## config.mk

```make
export PLATFORM = sky130hd
export DESIGN_NAME = ocp2sram
export DESIGN_NICKNAME = d
export VERILOG_FILES = /design/src/rtl/ocp2sram_pkg.sv /design/src/rtl/ocp2sram.sv
export SDC_FILE = /design/constraint.sdc
export NUM_CORES = 1
export LEC_CHECK = 0
export CORE_ASPECT_RATIO = 1.25
export CORE_UTILIZATION = 43
export CTS_CLUSTER_DIAMETER = 150
export CTS_CLUSTER_SIZE = 40
export DETAILED_ROUTE_END_ITERATION = 6
export HOLD_SLACK_MARGIN = 0.03
export PLACE_DENSITY_LB_ADDON = 0.08
export SETUP_SLACK_MARGIN = 0.02
export SYNTH_ARGS = -nofsm -noshare
export SYNTH_HDL_FRONTEND = slang
export SYNTH_SLANG_ARGS = --single-unit
```

## constraint.sdc

```tcl
create_clock -name clk -period 3.3 [get_ports clk]
set_input_delay 0.33 -clock clk [delete_from_list [all_inputs] [get_ports clk]]
set_output_delay 0.33 -clock clk [all_outputs]
set_load 0.005 [all_outputs]
```

## src/rtl/ocp2sram_pkg.sv

```systemverilog
// Shared constants for the OCP-to-SRAM responder: bus widths, OCP command and
// response encodings, and the local FSM state encoding.
package ocp2sram_pkg;

    localparam int ADDR_WIDTH = 32;
    localparam int DATA_WIDTH = 32;
    localparam int BEN_WIDTH  = DATA_WIDTH / 8;

    localparam logic [2:0] OCP_CMD_IDLE  = 3'd0;
    localparam logic [2:0] OCP_CMD_WRITE = 3'd1;
    localparam logic [2:0] OCP_CMD_READ  = 3'd2;

    localparam logic [1:0] OCP_RESP_NULL = 2'd0;
    localparam logic [1:0] OCP_RESP_DVA  = 2'd1;
    localparam logic [1:0] OCP_RESP_FAIL = 2'd2;
    localparam logic [1:0] OCP_RESP_ERR  = 2'd3;

    typedef enum logic [1:0] {
        ST_IDLE   = 2'd0,
        ST_ACCESS = 2'd1,
        ST_WAIT   = 2'd2,
        ST_RESP   = 2'd3
    } state_t;

endpackage

```

## src/rtl/ocp2sram.sv

```systemverilog
// OCP responder in front of a single-port synchronous SRAM. One command in
// flight, window range check, WAIT_STATES extra cycles before a one-cycle
// response. Optional macro OCP2SRAM_WRITE_RESP_EN: writes return DVA like
// reads; without it writes are posted and return no response.
module ocp2sram
    import ocp2sram_pkg::*;
#(
    parameter logic [ADDR_WIDTH-1:0] BASE_ADDR   = '0,
    parameter int                    SRAM_AWIDTH = 12,
    parameter int                    WAIT_STATES = 0
) (
    input  logic                   clk,
    input  logic                   nrst,
    input  logic [ADDR_WIDTH-1:0]  i_MAddr,
    input  logic [2:0]             i_MCmd,
    input  logic [DATA_WIDTH-1:0]  i_MData,
    input  logic [BEN_WIDTH-1:0]   i_MByteEn,
    output logic                   o_SCmdAccept,
    output logic [DATA_WIDTH-1:0]  o_SData,
    output logic [1:0]             o_SResp,
    output logic [SRAM_AWIDTH-1:0] o_SramAddr,
    output logic                   o_SramCE,
    output logic                   o_SramWE,
    output logic [BEN_WIDTH-1:0]   o_SramBE,
    output logic [DATA_WIDTH-1:0]  o_SramData,
    input  logic [DATA_WIDTH-1:0]  i_SramData
);

    state_t     state, state_nxt;
    logic       wr_q;        // latched command was a WRITE
    logic [3:0] wait_cnt;
    logic       in_range;
    logic       is_rd, is_wr;
    logic       go_access;

    // Byte offset within a word is irrelevant to a word-wide SRAM.
    logic unused_addr_lsb;
    assign unused_addr_lsb = ^i_MAddr[1:0];

    assign o_SCmdAccept = (state == ST_IDLE) && (i_MCmd != OCP_CMD_IDLE);
    assign in_range  = i_MAddr[ADDR_WIDTH-1:SRAM_AWIDTH+2] == BASE_ADDR[ADDR_WIDTH-1:SRAM_AWIDTH+2];
    assign is_rd     = (i_MCmd == OCP_CMD_READ);
    assign is_wr     = (i_MCmd == OCP_CMD_WRITE);
    assign go_access = in_range && (is_rd || is_wr);

    // State register.
    always_ff @(posedge clk or negedge nrst) begin
        if (!nrst) state <= ST_IDLE;
        else       state <= state_nxt;
    end

    // Next-state logic.
    always_comb begin
        state_nxt = state;
        case (state)
            ST_IDLE: begin
                if (o_SCmdAccept) state_nxt = go_access ? ST_ACCESS : ST_RESP;
            end
            ST_ACCESS: begin
`ifdef OCP2SRAM_WRITE_RESP_EN
                state_nxt = ST_WAIT;
`else
                // Posted writes skip the response entirely.
                state_nxt = wr_q ? ST_IDLE : ST_WAIT;
`endif
            end
            ST_WAIT: begin
                if (wait_cnt == 4'd0) state_nxt = ST_RESP;
            end
            ST_RESP:  state_nxt = ST_IDLE;
            default:  state_nxt = ST_IDLE;
        endcase
    end

    // Datapath: SRAM strobes are loaded on the accept edge so they are live
    // exactly during ACCESS, then cleared; response is loaded on entry to RESP.
    always_ff @(posedge clk or negedge nrst) begin
        if (!nrst) begin
            wr_q       <= 1'b0;
            wait_cnt   <= '0;
            o_SData    <= '0;
            o_SResp    <= OCP_RESP_NULL;
            o_SramAddr <= '0;
            o_SramCE   <= 1'b0;
            o_SramWE   <= 1'b0;
            o_SramBE   <= '0;
            o_SramData <= '0;
        end else begin
            o_SramCE <= 1'b0;
            o_SramWE <= 1'b0;
            o_SramBE <= '0;
            case (state)
                ST_IDLE: begin
                    if (o_SCmdAccept) begin
                        wr_q <= is_wr;
                        if (go_access) begin
                            o_SramCE   <= 1'b1;
                            o_SramWE   <= is_wr;
                            o_SramBE   <= is_wr ? i_MByteEn : '0;
                            o_SramAddr <= i_MAddr[SRAM_AWIDTH+1:2];
                            o_SramData <= i_MData;
                        end else begin
                            o_SResp <= OCP_RESP_ERR;
                            o_SData <= '0;
                        end
                    end
                end
                ST_ACCESS: wait_cnt <= 4'(WAIT_STATES);
                ST_WAIT: begin
                    if (wait_cnt == 4'd0) begin
                        o_SData <= wr_q ? '0 : i_SramData;
                        o_SResp <= OCP_RESP_DVA;
                    end else begin
                        wait_cnt <= wait_cnt - 4'd1;
                    end
                end
                ST_RESP:  o_SResp <= OCP_RESP_NULL;
                default:  o_SResp <= OCP_RESP_NULL;
            endcase
        end
    end

endmodule
```

======== Word-level counts from Yosys, hierarchy flattened ========
Index checks and enable logic that the tools add are counted.
storage, ports and cells
  logic and storage cells ................. 62
  flip-flop bits (word level) ............. 91
cells by class
  reductions and logical operators ........ 16
  add/sub/neg operators ................... 1
  mux-type cells .......................... 26
  equality and inequality tests ........... 9
operators with widths
  kind                                                 number
  two-way mux 32 bit                                   4
  one-hot mux 32 bit (2 select lines)                  1
  two-way mux 4 bit                                    5
  zero test 18 bit                                     1
  two-way mux 2 bit                                    7
  inequality test 2 bit, second input constant         4
  one-hot mux 2 bit (4 select lines)                   1
  one-hot mux 4 bit (2 select lines)                   1
  AND reduction 4 bit                                  2
  two-way mux 1 bit                                    6
  one-hot mux 2 bit (3 select lines)                   1
  AND reduction 2 bit                                  3
  nonzero test 3 bit                                   2
  equality test 2 bit, second input constant           2
  zero test 4 bit                                      1
  nonzero test 2 bit                                   2
  subtractor 4 x 1 -> 4 bit, second input constant     1
  equality test 3 x 1 -> 1 bit, second input constant  1
  equality test 3 x 2 -> 1 bit, second input constant  1
  AND reduction 3 bit                                  1
  equality test 2 x 1 -> 1 bit, second input constant  1
  logical AND 1 bit                                    2
  zero test 2 bit                                      1
  logical OR 1 bit                                     1

======== Depth between registers and ports, before layout ========
  depth after elaboration ................. 6
  depth in mapped cells ................... 7
  depth with buffers taken out ............ 6

======== Least setup slack after synthesis ========
OpenSTA, ideal clock, no wires.
  path type ............................... reg2reg
  start ................................... register wait_cnt[0]
  end ..................................... register o_SData[0]
  required time ........................... 3.182 ns
  data arrival time ....................... 1.858 ns
  stages on the path, launching flop included .. 8
  buffers on the path ..................... 1
  setup slack ............................. 1.324 ns
  path through ............................ dfrtp_1 > inv_1 > ha_1 > or3b_1 > a211oi_2 > o31ai_2 > buf_2 > a21o_1
on the way
  longest elaborated chain between the ends .. 3
RTL lines
  what                             RTL line         RTL
  start, declared                  ocp2sram.sv:31   logic [3:0] wait_cnt;
  start signal, assigned           ocp2sram.sv:108  ST_ACCESS: wait_cnt <= 4'(WAIT_STATES);
  start signal, assigned           ocp2sram.sv:114  wait_cnt <= wait_cnt - 4'd1;
  zero test 4 bit                  ocp2sram.sv:110  if (wait_cnt == 4'd0) begin
  inequality test 2 bit (no line)  -
  AND reduction 4 bit (no line)    -
  end signal, assigned             ocp2sram.sv:111  o_SData <= wr_q ? '0 : i_SramData;
  end, declared                    ocp2sram.sv:19   output logic [DATA_WIDTH-1:0] o_SData,
Every way passes these cells.
A chain may end at the register's enable or synchronous reset.

======== Worst setup path after layout ========
  start ................................... input i_MCmd[0]
  end ..................................... output o_SCmdAccept
on the way
  longest elaborated chain between the ends .. 2
RTL lines
  what                RTL line        RTL
  start, declared     ocp2sram.sv:15  input logic [2:0] i_MCmd,
  nonzero test 3 bit  ocp2sram.sv:40  assign o_SCmdAccept = (state == ST_IDLE) && (i_MCmd != OCP_CMD_IDLE);
  logical AND 1 bit   ocp2sram.sv:40
  end, declared       ocp2sram.sv:18  output logic o_SCmdAccept,
Every way passes these cells.

==> summary.md <==
| Metric | Value |
|---|---|
| Nets | 562 |
| Critical Path Sink | o_SCmdAccept |
| Syn avg cell area | 13.8 um2 |
| Most common cell in the netlist | dfrtp_1 |
| Global-route wire length before repair | 14300 um |
| Failing checks | design-rule violations |
| Post-synth top area cell | dfrtp_1 |
| Drt first pass iters | 6 |
| Slew Limit Fails | 0 |
| Vias per cell | 5.03 |
| R2r endpoint | o_SData[2]$_DFFE_PN0P_ |
| Largest cells by area after synthesis | dfrtp_1 (63%), mux2_2 (14%), a21o_1 (6.6%) |
| Clk slew on worst S/H paths | 0.09 ns |
| Post-route DRC | 28 |
| Port bufs | 187 |
| DP Wirelength | 6420 um |
| Post-synth net total | 370 |
| Register area share after synthesis | 0.626 |
| CTS tree | done |
| Pin count of the biggest net entering global routing | 46 |
| DP Cell Count | 540 |
| Max-Cap Viols | 0 |
| Required time of the critical path | 2.97 ns |
| I/O pin total | 190 |
| Worst EP arrival | 2.13 ns |
| Setup Buffers After CTS | 0 |
| F_max | 406 MHz |
| Layout cells sized above 1 | 0.154 |
| Worst hold slack | 0.465 ns |
| Number of global-route vias before repair | 2873 |
| Initial DRC Count | 147 |
| Worst-path maximum fanout | 3 |
| Critical Path Most Common Cell | clkdlybuf4s50_1 |
| Leakage power | 2.96 nW |
| Vias | 2803 |
| RSZ-0062 raised after global routing | false |
| Width of the chip | 84.3 um |
| Crit. End Element | output pin |
| Placer Congestion | 0.733 |
| Final Skew | 0.00791 ns |
| Worst slew pin tran | 0.761 ns |
| Inserted Clock Buffers | 9 |
| Synth Cell Area | 3640 um2 |
| Crit Path Class | in -> out |
| Crit path depth | 4 |
| Worst VDD drop | 482 uV |
| FF-to-FF Start | wait_cnt[0]$_DFFE_PN0P_ |
| Synth Instances | 263 |
| Status | complete, but fails checks |
| Die Y | 105 um |
| GRT Total Usage | 0.211 |
| Dpl cell area | 5620 um2 |
| Clock Sinks | 91 |
| Clk buf depth | 2 |
| Max_slew headroom | 0.488 |
| Flops & latches, synth | 91 |
| Final setup fails | 0 |
| Post-layout instance area | 5860 um2 |
| Ys flop type | dfrtp_1 |
| EDFF count, synth | 0 |
| Worst Setup Slack, final | 0.836 ns |
| Critical path cell sequence | clkdlybuf4s50_1 > nor4_1 > nor3_1 > clkdlybuf4s50_1 |
| Worst skew pair latency | 0.35 ns |
| CTS H-tree depth | 3 |
| Slowest stage delay, CP | 0.69 ns |
| Worst r2r path cells | 7 |
| Max stage delay cell, worst path | nor4_1 |
| ANT cells | 0 |
| Initial antenna violation count | 0 |
| Worst setup SP type | primary input |
| Post-synth ARST share | 1.00 |
| Final cell count without fillers | 557 |
| Setup Total Neg Slack | 0 ns |
| Root Buffer | clkbuf_8 |
| Starting density of the core | 0.442 |
| Core region area | 8240 um2 |
| Final hold viol count | 0 |
| Cell variety after synth | 33 |
| P per Cell Area | 592 nW/um2 |
| Routed Wire Length | 8780 um |
| Worst min path class | in -> async |
| Fin crit period | 2.46 ns |
| Cell row count | 37 |
| CP top delay family | buffers and inverters |
| Reg-to-reg slack, setup | 1.20 ns |
| Synth top area share | 0.626 |
| Die area | 8840 um2 |
| Post-synth top cells | dfrtp_1 (91), mux2_2 (44), a21o_1 (32), and3_1 (32), clkbuf_1 (6) |
| Critical path buffers and inverters | 2 |
| Final ANT Viol Nets | 0 |
| Final period utilization | 0.747 |
| YS warnings | 0 |
| Pre-CTS WS | 0.784 ns |
| Final global-route overflow total | 0 |
| Worst Setup SP | i_MCmd[0] |
| DR WL/cell | 15.8 um |
| Area delta synth->final | 61.0% |
-- cells in the final DEF, fill, tap and decap left out, types with 2 or more instances in the layout --
cell type          n
nand3_1            3
nor2_1             3
buf_4              6
nor4_1             5
and3_1            32
a21o_1            32
dfrtp_1           91
bufinv_16          2
ha_1               2
inv_1              4
and2_1             5
nand2_1            3
nand2b_1           3
o21ai_0            3
clkdlybuf4s50_1  186
nor3_1             4
mux2_2            44
clkbuf_8          11
-- per-layer routing --
metal  wire [um]  part of all wire  global-route usage
met4         248             0.028               0.115
met3         714             0.081              0.0466
met1        3390              0.39               0.255
met2        4420              0.50               0.349
met5           0                 0                   0
-- state kept, by name (all words and copies together) (netlist names) --
register / flops
o_SramAddr: 12
o_SramCE: 1
o_SResp: 2
state: 2
o_SramData: 32
o_SramWE: 1
o_SramBE: 4
wr_q: 1
o_SData: 32
wait_cnt: 4
-- stage by stage --
step,utilization,power (mW)
2_1_floorplan,-,1.94
3_3_place_gp,0.682,2.63
3_5_place_dp,0.682,2.66
4_1_cts,0.711,3.51
5_1_grt,0.711,3.67
6_report,0.711,3.47
-- timing repair --
| item | CTS | global route |
|---|---|---|
| hold endpoints to repair | 35 | 0 |
| hold buffers | 1 | 0 |
| setup endpoints to repair | 0 | 0 |
| resized for setup | 0 | 0 |
-- area by class of cell --
cell class                      instances  area (um2)
Fill cell                             614        2380
Inverter                                4        15.0
Clock inverter                          4        72.6
Multi-Input combinational cell        155        1280
Sequential cell                        91        2280
Timing Repair Buffer                  194        1940
Clock buffer                           12         155
Tap cell                               97         121
-- worst min-delay path by stage --
stage / slack [ns] / startpoint / endpoint / cells past startpoint
finish: 0.46 / nrst / o_SramData[0]$_DFFE_PN0P_ / 2
global route: 0.49 / nrst / o_SramData[7]$_DFFE_PN0P_ / 2
CTS: 0.47 / nrst / o_SramData[0]$_DFFE_PN0P_ / 2
detailed placement: 0.31 / nrst / o_SramData[0]$_DFFE_PN0P_ / 1
global placement: 0.31 / nrst / o_SramData[0]$_DFFE_PN0P_ / 1
floorplan: 0.03 / nrst / o_SData[0]$_DFFE_PN0P_ / 0
-- logic make-up (layout without fill, tap and decap cells) --
logic type | count (synthesis) | after routing | share of synthesized area
DFF | 91 | 91 | 0.626
and+or+nand+nor | 65 | 65 | 0.111
muxes | 44 | 44 | 0.136
AOI/OAI and AO/OA | 42 | 42 | 0.0884
buffers and inverters | 17 | 214 | 0.0268
adders and majority gates | 2 | 2 | 0.00688
xor gates and xnor gates | 2 | 2 | 0.00482
-- report_power, final --
part / leakage [nW] / internal, mW / switching, mW
clock: 0.113 / 0.467 / 0.374
combinational: 1.60 / 0.696 / 0.446
sequential: 1.25 / 1.34 / 0.144
Power figures use the tool's default switching activity.
